--- config.mk ---
export PLATFORM = sky130hd
export DESIGN_NAME = int_cordic_iter
export DESIGN_NICKNAME = d
export VERILOG_FILES = /design/src/rtl/int_cordic_iter.sv
export SDC_FILE = /design/constraint.sdc
export NUM_CORES = 1
export LEC_CHECK = 0
export BUFFER_PORTS_ARGS = -buffer_cell sky130_fd_sc_hd__buf_2
export CORE_MARGIN = 3
export CORE_UTILIZATION = 25
export CTS_BUF_LIST = sky130_fd_sc_hd__clkbuf_16
export CTS_CLUSTER_DIAMETER = 150
export DETAILED_ROUTE_END_ITERATION = 8
export PLACE_DENSITY = 0.48
export SLEW_MARGIN = 10
export SYNTH_ARGS = -nofsm -noshare
export SYNTH_HDL_FRONTEND = slang
export SYNTH_SLANG_ARGS = --single-unit
--- constraint.sdc ---
create_clock -name clk -period 6.9 [get_ports clk]
set_clock_uncertainty 0.2 [all_clocks]
set_input_delay 0.69 -clock clk [delete_from_list [all_inputs] [get_ports clk]]
set_output_delay 0.69 -clock clk [all_outputs]
set_load 0.01 [all_outputs]
--- src/rtl/int_cordic_iter.sv ---
// Iterative CORDIC engine: one micro-rotation per clock, circular or hyperbolic,
// rotation or vectoring sub-mode, with valid/ready handshakes on both sides.
module int_cordic_iter #(
    parameter int unsigned int_width = 24,
    parameter int unsigned iters     = 16,
    parameter bit          mode      = 1'b1
) (
    input  logic                               clk,
    input  logic                               rst,
    input  logic                               in_valid,
    output logic                               in_ready,
    input  logic signed [int_width-1:0]        in_x,
    input  logic signed [int_width-1:0]        in_y,
    input  logic signed [int_width-1:0]        in_z,
    input  logic                               in_vectoring,
    output logic        [$clog2(int_width)-1:0] theta_idx,
    input  logic signed [int_width-1:0]        theta_val,
    output logic                               out_valid,
    input  logic                               out_ready,
    output logic signed [int_width-1:0]        out_x,
    output logic signed [int_width-1:0]        out_y,
    output logic signed [int_width-1:0]        out_z,
    output logic                               busy
);

    localparam int unsigned W  = int_width;
    localparam int unsigned SW = $clog2(int_width);
    localparam int unsigned CW = $clog2(iters + 1);
    localparam logic [SW-1:0] S_FIRST = mode ? SW'(1) : SW'(0);

    typedef enum logic [1:0] {IDLE, RUN, DONE} state_t;

    state_t state, state_next;

    logic signed [W-1:0] wx, wy, wz;
    logic                wvec;
    logic [SW-1:0]       shift;
    logic                rep_done;
    logic [CW-1:0]       step;

    logic                accept_c, last_c, d_c, x_add_c, rep_c;
    logic signed [W-1:0] xs_c, ys_c, x_step_c, y_step_c, z_step_c;

    assign in_ready  = (state == IDLE) && !rst;
    assign busy      = (state == RUN);
    assign theta_idx = (state == RUN) ? shift : '0;

    // State register
    always_ff @(posedge clk) begin
        if (rst) begin
            state <= IDLE;
        end else begin
            state <= state_next;
        end
    end

    // Next-state logic and handshake strobes
    always_comb begin
        state_next = state;
        accept_c   = in_valid && in_ready;
        last_c     = (state == RUN) && (step == CW'(iters - 1));
        case (state)
            IDLE:    if (accept_c) state_next = RUN;
            RUN:     if (last_c) state_next = DONE;
            DONE:    if (out_valid && out_ready) state_next = IDLE;
            default: state_next = IDLE;
        endcase
    end

    // One micro-rotation from the current working registers
    always_comb begin
        xs_c     = wx >>> shift;
        ys_c     = wy >>> shift;
        d_c      = wvec ? wy[W-1] : (!wz[W-1] && (wz != '0));
        // Hyperbolic flips the sign of the x update relative to circular.
        x_add_c  = mode ? d_c : !d_c;
        x_step_c = x_add_c ? (wx + ys_c) : (wx - ys_c);
        y_step_c = d_c ? (wy + xs_c) : (wy - xs_c);
        z_step_c = d_c ? (wz - theta_val) : (wz + theta_val);
        rep_c    = mode && !rep_done &&
                   ((32'(shift) == 32'd4) || (32'(shift) == 32'd13));
    end

    // Working registers, shift schedule and result registers
    always_ff @(posedge clk) begin
        if (rst) begin
            wx        <= '0;
            wy        <= '0;
            wz        <= '0;
            wvec      <= 1'b0;
            shift     <= '0;
            rep_done  <= 1'b0;
            step      <= '0;
            out_x     <= '0;
            out_y     <= '0;
            out_z     <= '0;
            out_valid <= 1'b0;
        end else begin
            if (accept_c) begin
                wx       <= in_x;
                wy       <= in_y;
                wz       <= in_z;
                wvec     <= in_vectoring;
                shift    <= S_FIRST;
                rep_done <= 1'b0;
                step     <= '0;
            end else if (state == RUN) begin
                wx   <= x_step_c;
                wy   <= y_step_c;
                wz   <= z_step_c;
                step <= step + CW'(1);
                if (rep_c) begin
                    rep_done <= 1'b1;
                end else begin
                    shift    <= shift + SW'(1);
                    rep_done <= 1'b0;
                end
            end

            if (last_c) begin
                out_x     <= x_step_c;
                out_y     <= y_step_c;
                out_z     <= z_step_c;
                out_valid <= 1'b1;
            end else if (out_valid && out_ready) begin
                out_valid <= 1'b0;
            end
        end
    end

endmodule
Yosys cells after proc, flatten, opt, wreduce, memory -nomap -nowiden
Cells that the tools add are included.

$add $sub $neg: 8. Eq/ne operators: 9. Shifts and indexed selects: 2. Muxes and demuxes: 21. Bitwise gates (word level): 1. Reduce and logical (&&, ||, !) cells: 18.

Operator list (number): $mux 24 (9); $add 24x24->24 (3); $sub 24x24->24 (3); $sshr 24x5->24 (2); $reduce_bool 24->1 (1); $add 5x1->5 const B (2); $eq 5x4->1 const B (2); $mux 1 (7); $logic_and 1x1->1 (6); $mux 2 (3); $ne 2x2->1 const B (3); $pmux 2 s3 (1); $eq 5x3->1 const B (1); $mux 5 (1); $reduce_and 2->1 (2); $reduce_bool 2->1 (2); $logic_not 1->1 (3); $reduce_and 3->1 (1); $eq 2x1->1 const B (1); $eq 2x2->1 const B (1); $logic_not 2->1 (1); $ne 2x1->1 const B (1); $reduce_or 2->1 (1); $logic_or 1x1->1 (1); $not 1->1 (1).

Register bits after elaboration: 159. Input bits: 101. Output and inout port bits: 80. Word-level logic and storage cells: 72.

Logic depth before layout (Yosys ltp)
Gate-level depths: netlist of run 1.

Depth in word-level cells: 6. Gate-level depth with buffers: 27. Mapped depth without buffers: 22.

Worst setup path after synthesis of run 1
No wires, ideal clock.

Kind: register to register. Start: register shift[0]. End: register wx[21]. Setup time: 132 ps. Arrival time: 5219 ps. Data required time: 6568 ps. Path slack: 1349 ps. Cell stages (with the launch flop): 24. Path buffers: 3. Period minus slack after synthesis: 5551 ps. Cell sequence: dfxtp_1 -> buf_4 -> buf_6 -> buf_4 -> mux2_1 -> a221oi_1 -> a21oi_1 -> a22oi_1 -> ha_1 -> inv_1 -> a211o_1 -> o41a_1 -> xor2_1 -> nor2_1 -> a21oi_1 -> ha_1 -> nand4_1 -> o31ai_1 -> a21oi_1 -> o2111ai_1 -> a31oi_1 -> o21ai_0 -> a2111oi_0 -> or3b_2.

Cells in the longest elaborated chain, start to end: 5. Elaborated cells between the ends (all ways): 6. Classes of those cells: add/sub: 2; shift: 1; mux: 3.

Ends and longest elaborated chain: start, declared (line 37) `logic [SW-1:0] shift;`; start signal, assigned (line 115) `shift <= shift + SW'(1);`; $sshr 24x5->24 * (line 73) `ys_c = wy >>> shift;`; $sub 24x24->24 or $add 24x24->24 (tied branches) (line 77) `x_step_c = x_add_c ? (wx + ys_c) : (wx - ys_c);`; $mux 24 * (line 77); $mux 24 * (line 107) `end else if (state == RUN) begin`; $mux 24 * (line 99) `if (accept_c) begin`; end signal, assigned (line 100) `wx <= in_x;`; end signal, assigned (line 108) `wx <= x_step_c;`; end, declared (line 35) `logic signed [W-1:0] wx, wy, wz;`.

Mark *: on every way between the ends. The rest lies on a longest branch, timed or not. The select of a mux whose other input is x is not followed. A chain may end at the register's enable or synchronous reset.

Worst setup path after layout of run 1
Same ends and word-level chain as after synthesis.

==> reports/results.ini, run 1 <==
[run_status]
status=completed

[critical_path]
critPathBufInv=1
critPathCaptureType=flip-flop
cpPeakStageDelay_ns=0.61
r2r_slack_ns=0.69
required_ns=7.03
path_depth=22
r2r-end=wx[21]$_SDFFE_PP0P_
arrival_ns=6.33
reg2regPathDepth=22
crit_family=compound AO/OA/AOI/OAI gates
worstReg2RegStart=shift[0]$_SDFFE_PP0P_
cp_cell_sequence=mux4_2, a22oi_1, nand3_1, a22oi_1, ha_1, inv_1, a211o_1, nor4_1, o21ai_0, nand2_1, xor2_1, ha_1, nand4_1, o22ai_1, a211oi_1, o31ai_2, a21oi_1, o2111ai_1, a31oi_1, o21ai_0, nand4_1, or3b_2
cp-start-kind=flip-flop
worstSetupPathType=reg -> reg
critPathSlowestCell=dfxtp_4
cp_max_fo=24

[finish]
fill_cells=6073
syn_to_final_growth_pct=16.7
layout_common_cells=274 x nand2_1, 204 x a21oi_1, 179 x buf_2
final_common_cell=nand2_1
multi_input_area_um2=10300
nNetsFinal=2118
regArea_um2=3190
drive_gt1_frac=0.180
utilization=0.297

[drt]
wl_met1_um=24500
wl_per_cell_um=20.9
post-route-drc-count=0
route.met3.wl_um=3150
vias=14300
wl_met2_um=26800
top_layer_used=met5
wl_um=56100
dr.pass1.iters=6
drt-initial-drc-count=1105
final_antenna_net_count=0
drt-vias-per-instance=5.32

[logic_synthesis]
syn_area_per_cell_um2=7.90
syn_area_um2=14100
ys_types=81
syn-instance-count=1791
ys_ff_latch=159
synth_edf_count=0
synthFlopType=dfxtp_1
synth-async-reset-ratio=0
syn-num-nets=1986
ys_seq_area_frac=0.225
ys.warnings.count=0

[timing]
hold_viol_final=0
finalCritPeriodShare=0.900
slew_headroom=0.342
fin_setup_tns_ns=0
fmax_mhz=161
grt_setup_unrepaired=no
period_minus_slack_ns=6.21
setup_viol=0
worst_slew_pin_slew_ns=0.987
maxSlewViolCount=0

[clocking]
clock_latency_ns=0.46
cts_tree=yes
h-tree-depth=4
cts_buffer_depth=2
cts_root_buf=clkbuf_16
numCtsBuffers=17
clock-sinks=159
path_clk_slew_ns=0.07

[global_routing]
grt_usage=0.184
grt_pass1_vias=13900
grt_antenna_before_repair=9
grt_remaining_overflow=0
grt_pass1_wl_um=85000
grt_max_degree=86

[worst_hold_path]
holdCritStartpoint=out_z[20]$_SDFFE_PP0P_
hold_depth=2
holdCritPathClass=reg -> reg
hold-path-endpoint=out_z[20]$_SDFFE_PP0P_

[placed_design]
hpwl_um=43300
place.gp.congestion=0.898
port_buffers=180

[floorplanning]
row_count=86
coreArea_um2=55500
io_pins=181
die_w_um=244
die_y_um=244
die-area_um2=59500
initial_utilization=0.255

[power]
ir_drop_v=0.000195
leakagePower_nw=6.74
power.density_nw_per_um2=409

[run]
cap_violations=0

==> tightest hold or removal path, cell delays in order (launching register included) <==
cell and delay, ns:
dfxtp_1 0.31, nand2_1 0.05, a21oi_1 0.05
==> timing repair <==
action,4_1_cts,5_1_grt
endpoints found under the setup margin,0,1
gates resized for setup,0,3
buffers inserted,0,1
hold buffers,0,0
==> cell type report <==
type | count | area share
multi-input cells | 1473 | 0.625
flip-flops and latches | 159 | 0.193
repair buffers | 225 | 0.0767
well taps | 748 | 0.0567
clock buffers | 17 | 0.0258
inverters | 47 | 0.0107
clock inverters | 14 | 0.0106
diodes | 6 | 0.000910
==> how the worst max path moves through the flow <==
stage | startpoint | to | slack [ns]
finish | shift[0]$_SDFFE_PP0P_ | wx[21]$_SDFFE_PP0P_ | 0.69
global route | shift[0]$_SDFFE_PP0P_ | wx[21]$_SDFFE_PP0P_ | 0.15
CTS | shift[0]$_SDFFE_PP0P_ | wx[21]$_SDFFE_PP0P_ | 0.46
detailed placement | shift[0]$_SDFFE_PP0P_ | wx[21]$_SDFFE_PP0P_ | 0.54
global placement | shift[0]$_SDFFE_PP0P_ | wx[21]$_SDFFE_PP0P_ | 0.71
floorplan | shift[0]$_SDFFE_PP0P_ | wx[21]$_SDFFE_PP0P_ | 1.35
==> cell families after synthesis <==
kind of cell | Yosys count | share of synthesized area
simple gates | 564 | 0.177
buf+inv | 159 | 0.0465
compound gates | 571 | 0.260
flops | 159 | 0.225
xor+xnor | 131 | 0.0811
fa+ha+maj | 94 | 0.0848
mux | 113 | 0.125
==> through the flow <==
stage                     setup WS, ns  power (mW)  area [um^2]  cells  hold WS, ns
after floorplan                   1.35        4.44        14100   1791        0.237
after global placement           0.710        5.70        15900   2651        0.242
after detailed placement         0.536        5.70        15900   2651        0.245
after CTS                        0.461        6.76        16500   2682        0.254
after global routing             0.151        7.28        16500   2684        0.273
final                            0.693        6.76        16500   2689        0.251
==> synth_stat cells, types with 16 or more instances <==
| cell type | instances | share of area |
|---|---|---|
| nand2_1 | 275 | 0.073 |
| a21oi_1 | 204 | 0.072 |
| dfxtp_1 | 159 | 0.23 |
| nor2_1 | 128 | 0.034 |
| ha_1 | 91 | 0.081 |
| o21ai_0 | 80 | 0.028 |
| clkbuf_1 | 75 | 0.020 |
| xnor2_1 | 68 | 0.042 |
| a22oi_1 | 63 | 0.033 |
| xor2_1 | 63 | 0.039 |
| mux4_2 | 48 | 0.076 |
| inv_1 | 45 | 0.012 |
| mux2i_1 | 37 | 0.026 |
| a21o_1 | 35 | 0.019 |
| nand3_1 | 29 | 0.010 |
| a221oi_1 | 22 | 0.014 |
| nand2b_1 | 22 | 0.0097 |
| a211oi_1 | 21 | 0.011 |
| o31ai_1 | 19 | 0.010 |
| o21a_1 | 18 | 0.0096 |
| nand4_1 | 17 | 0.0075 |
| buf_1 | 16 | 0.0042 |
| mux2_2 | 16 | 0.013 |
==> state kept, by name, summed over array words and instances, names as in the netlist <==
name and flops:
out_z 24, out_valid 1, rep_done 1, wz 24, state 2, shift 5, wx 24, out_x 24
step 5, wvec 1, out_y 24, wy 24
==> report_power, final <==
| part | leakage (nW) | internal, mW | switching [mW] | total, mW |
|---|---|---|---|---|
| clock network | 0.296 | 0.597 | 0.417 | 1.01 |
| logic | 5.15 | 1.75 | 2.61 | 4.36 |
| registers | 1.30 | 1.05 | 0.328 | 1.38 |
==> metal layers <==
metal / vias to the layer above / global-route usage
met5: - / 0
met4: 6 / 0.0681
met3: 75 / 0.0361
met2: 450 / 0.310
met1: 6928 / 0.234
li1: 6855 / -
(Power assumes the default switching activity.)
==> inputs of run 2 (changes only) <==
Settings changed: REMOVE_ABC_BUFFERS set to 1.
==> run 2 against run 1 <==
Die area unchanged. Worst setup slack better by 0.026 ns. Fmax increased by 0.41%. Global-route usage is 0.86 points lower. Non-clock buffer count fell by 9.
==> reports/results.ini, run 2 (synthesis results as in run 1) <==
[finish]
layout_common_cells=274 x nand2_1, 204 x a21oi_1, 179 x buf_2
fill_cells=6105  ; +0.53%
final_area_um2=16400  ; -0.42%
final_common_cell=nand2_1
stdcell_count=2677  ; -0.45%
drive_gt1_frac=0.176  ; -0.00444
nNetsFinal=2109  ; -0.42%
syn_to_final_growth_pct=16.2

[drt]
vias=14100  ; -1.2%
wl_um=53200  ; -5.2%
drt-vias-per-instance=5.29  ; -0.72%
final_antenna_net_count=0  ; unchanged
post-route-drc-count=0  ; unchanged
drt-initial-drc-count=972  ; -12%
dr.pass1.iters=5  ; -1
wl_per_cell_um=19.9  ; -4.8%

[timing]
period_minus_slack_ns=6.18  ; -0.0255 ns
slew_headroom=0.393  ; +0.0510
grt_setup_unrepaired=no
hold_viol_final=0  ; unchanged
setup_viol=0  ; unchanged
worst_slew_pin_slew_ns=0.910  ; -0.0765 ns
finalCritPeriodShare=0.896  ; -0.00370
fmax_mhz=162  ; +0.41%
maxSlewViolCount=0  ; unchanged

[power]
power.density_nw_per_um2=400  ; -2.2%
ir_drop_v=0.000142  ; -27%
leakagePower_nw=6.71  ; -0.52%

[global_routing]
grt_usage=0.176  ; -0.00864
grt_pass1_wl_um=81500  ; -4.1%
grt_antenna_before_repair=4  ; -5
grt_max_degree=74  ; -14%
grt_pass1_vias=13700  ; -0.89%
grt_remaining_overflow=0  ; unchanged

[critical_path]
worstSetupPathType=reg -> reg
cp-start-kind=flip-flop
critPathCaptureType=flip-flop
r2r-end=wx[21]$_SDFFE_PP0P_
cp_max_fo=32  ; +33%
reg2regPathDepth=23  ; +4.5%
r2r_slack_ns=0.72  ; +0.03 ns
arrival_ns=6.35  ; +0.02 ns
required_ns=7.07  ; +0.04 ns
worstReg2RegStart=shift[1]$_SDFFE_PP0P_

[clocking]
h-tree-depth=4  ; unchanged
cts_tree=yes
cts_buffer_depth=2  ; unchanged
ctsResizeCount=0  ; unchanged
cts_setup_buffers=0  ; unchanged
clock_latency_ns=0.50  ; +0.04 ns
hold_buffers=0  ; unchanged
path_clk_slew_ns=0.08  ; about the same
clock-sinks=159  ; unchanged
cts_root_buf=clkbuf_16
numCtsBuffers=17  ; unchanged

[floorplanning]
io_pins=181  ; unchanged
coreArea_um2=55500  ; unchanged
initial_utilization=0.255  ; unchanged
die_w_um=244  ; unchanged
row_count=86  ; unchanged
die_y_um=244  ; unchanged
die-area_um2=59500  ; unchanged

[worst_hold_path]
holdCritStartpoint=in_x[2]
hold_depth=3  ; +1
holdCritPathClass=in -> reg
hold-path-endpoint=wx[2]$_SDFFE_PP0P_

[placed_design]
place_area_um2=15800  ; -0.39%
dp_cells=2642  ; -0.34%
port_buffers=180  ; unchanged
place.gp.congestion=0.904  ; +0.71%
hpwl_um=39900  ; -7.9%

[run]
cap_violations=0  ; unchanged

[run_status]
status=completed

[run 2: power breakdown]
part           switching (mW)  leakage [nW]  internal (mW)
Sequential              0.326          1.29           1.05
Combinational            2.43          5.11           1.73
Clock                   0.452         0.300          0.588
Total                    3.21          6.71           3.37
[run 2: per-layer routing]
layer / wire [um] / vias to the layer above / track usage / share of wire
met5: 30 / - / 0 / 0.00056
met1: 23500 / 6819 / 0.220 / 0.44
met2: 25600 / 419 / 0.298 / 0.48
met3: 2970 / 65 / 0.0423 / 0.056
met4: 1170 / 4 / 0.0540 / 0.022
li1: - / 6841 / - / -
[run 2: worst max path at each step]
stage	slack [ns]	startpoint	depth (start not counted)	end
after floorplan	-0.84	shift[0]$_SDFFE_PP0P_	20	wx[21]$_SDFFE_PP0P_
after global placement	0.65	shift[0]$_SDFFE_PP0P_	22	wy[22]$_SDFFE_PP0P_
after detailed placement	0.48	shift[0]$_SDFFE_PP0P_	20	wx[21]$_SDFFE_PP0P_
after CTS	0.46	shift[0]$_SDFFE_PP0P_	23	wx[21]$_SDFFE_PP0P_
after global routing	0.12	shift[0]$_SDFFE_PP0P_	21	out_y[22]$_SDFFE_PP0P_
final	0.72	shift[1]$_SDFFE_PP0P_	23	wx[21]$_SDFFE_PP0P_
[run 2: area by class of cell]
type,count,area [um^2],share of cell area
antenna,2,5.00,0.000305
timing repair buffer,216,1200,0.0729
clock inverter,14,161,0.00982
inverter,47,176,0.0107
sequential,159,3190,0.194
clock buffer,18,450,0.0274
multi-input combinational,1473,10300,0.628
tap,748,936,0.0569
[run 2: worst max-delay path, cell delays in order, from the launching register on]
cell,delay (ns)
dfxtp_2,0.81
nor3_1,0.27
a221oi_1,0.44
a21oi_1,0.14
a22oi_1,0.27
ha_1,0.21
inv_1,0.04
a211o_1,0.27
nor4_1,0.50
o21ai_0,0.18
nand2_1,0.11
xor2_1,0.21
ha_1,0.31
nand4_1,0.14
o22ai_1,0.08
a211oi_1,0.19
o31ai_1,0.18
a21oi_1,0.21
o2111ai_1,0.15
a31oi_1,0.27
o21ai_0,0.17
buf_4,0.17
nand4_1,0.08
or3b_2,0.44
[run 2: per-stage QoR]
| step | total power [mW] | worst slack, ns | hold slack [ns] | TNS, ns | util |
|---|---|---|---|---|---|
| CTS | 6.61 | 0.458 | 0.181 | 0 | 0.296 |
| detailed placement | 5.51 | 0.478 | 0.244 | 0 | 0.285 |
| floorplan | 4.40 | -0.840 | 0.237 | -14.97 | - |
| finish | 6.58 | 0.719 | 0.235 | 0 | 0.296 |
| global placement | 5.48 | 0.650 | 0.241 | 0 | 0.285 |
| global route | 7.15 | 0.124 | 0.202 | 0 | 0.296 |
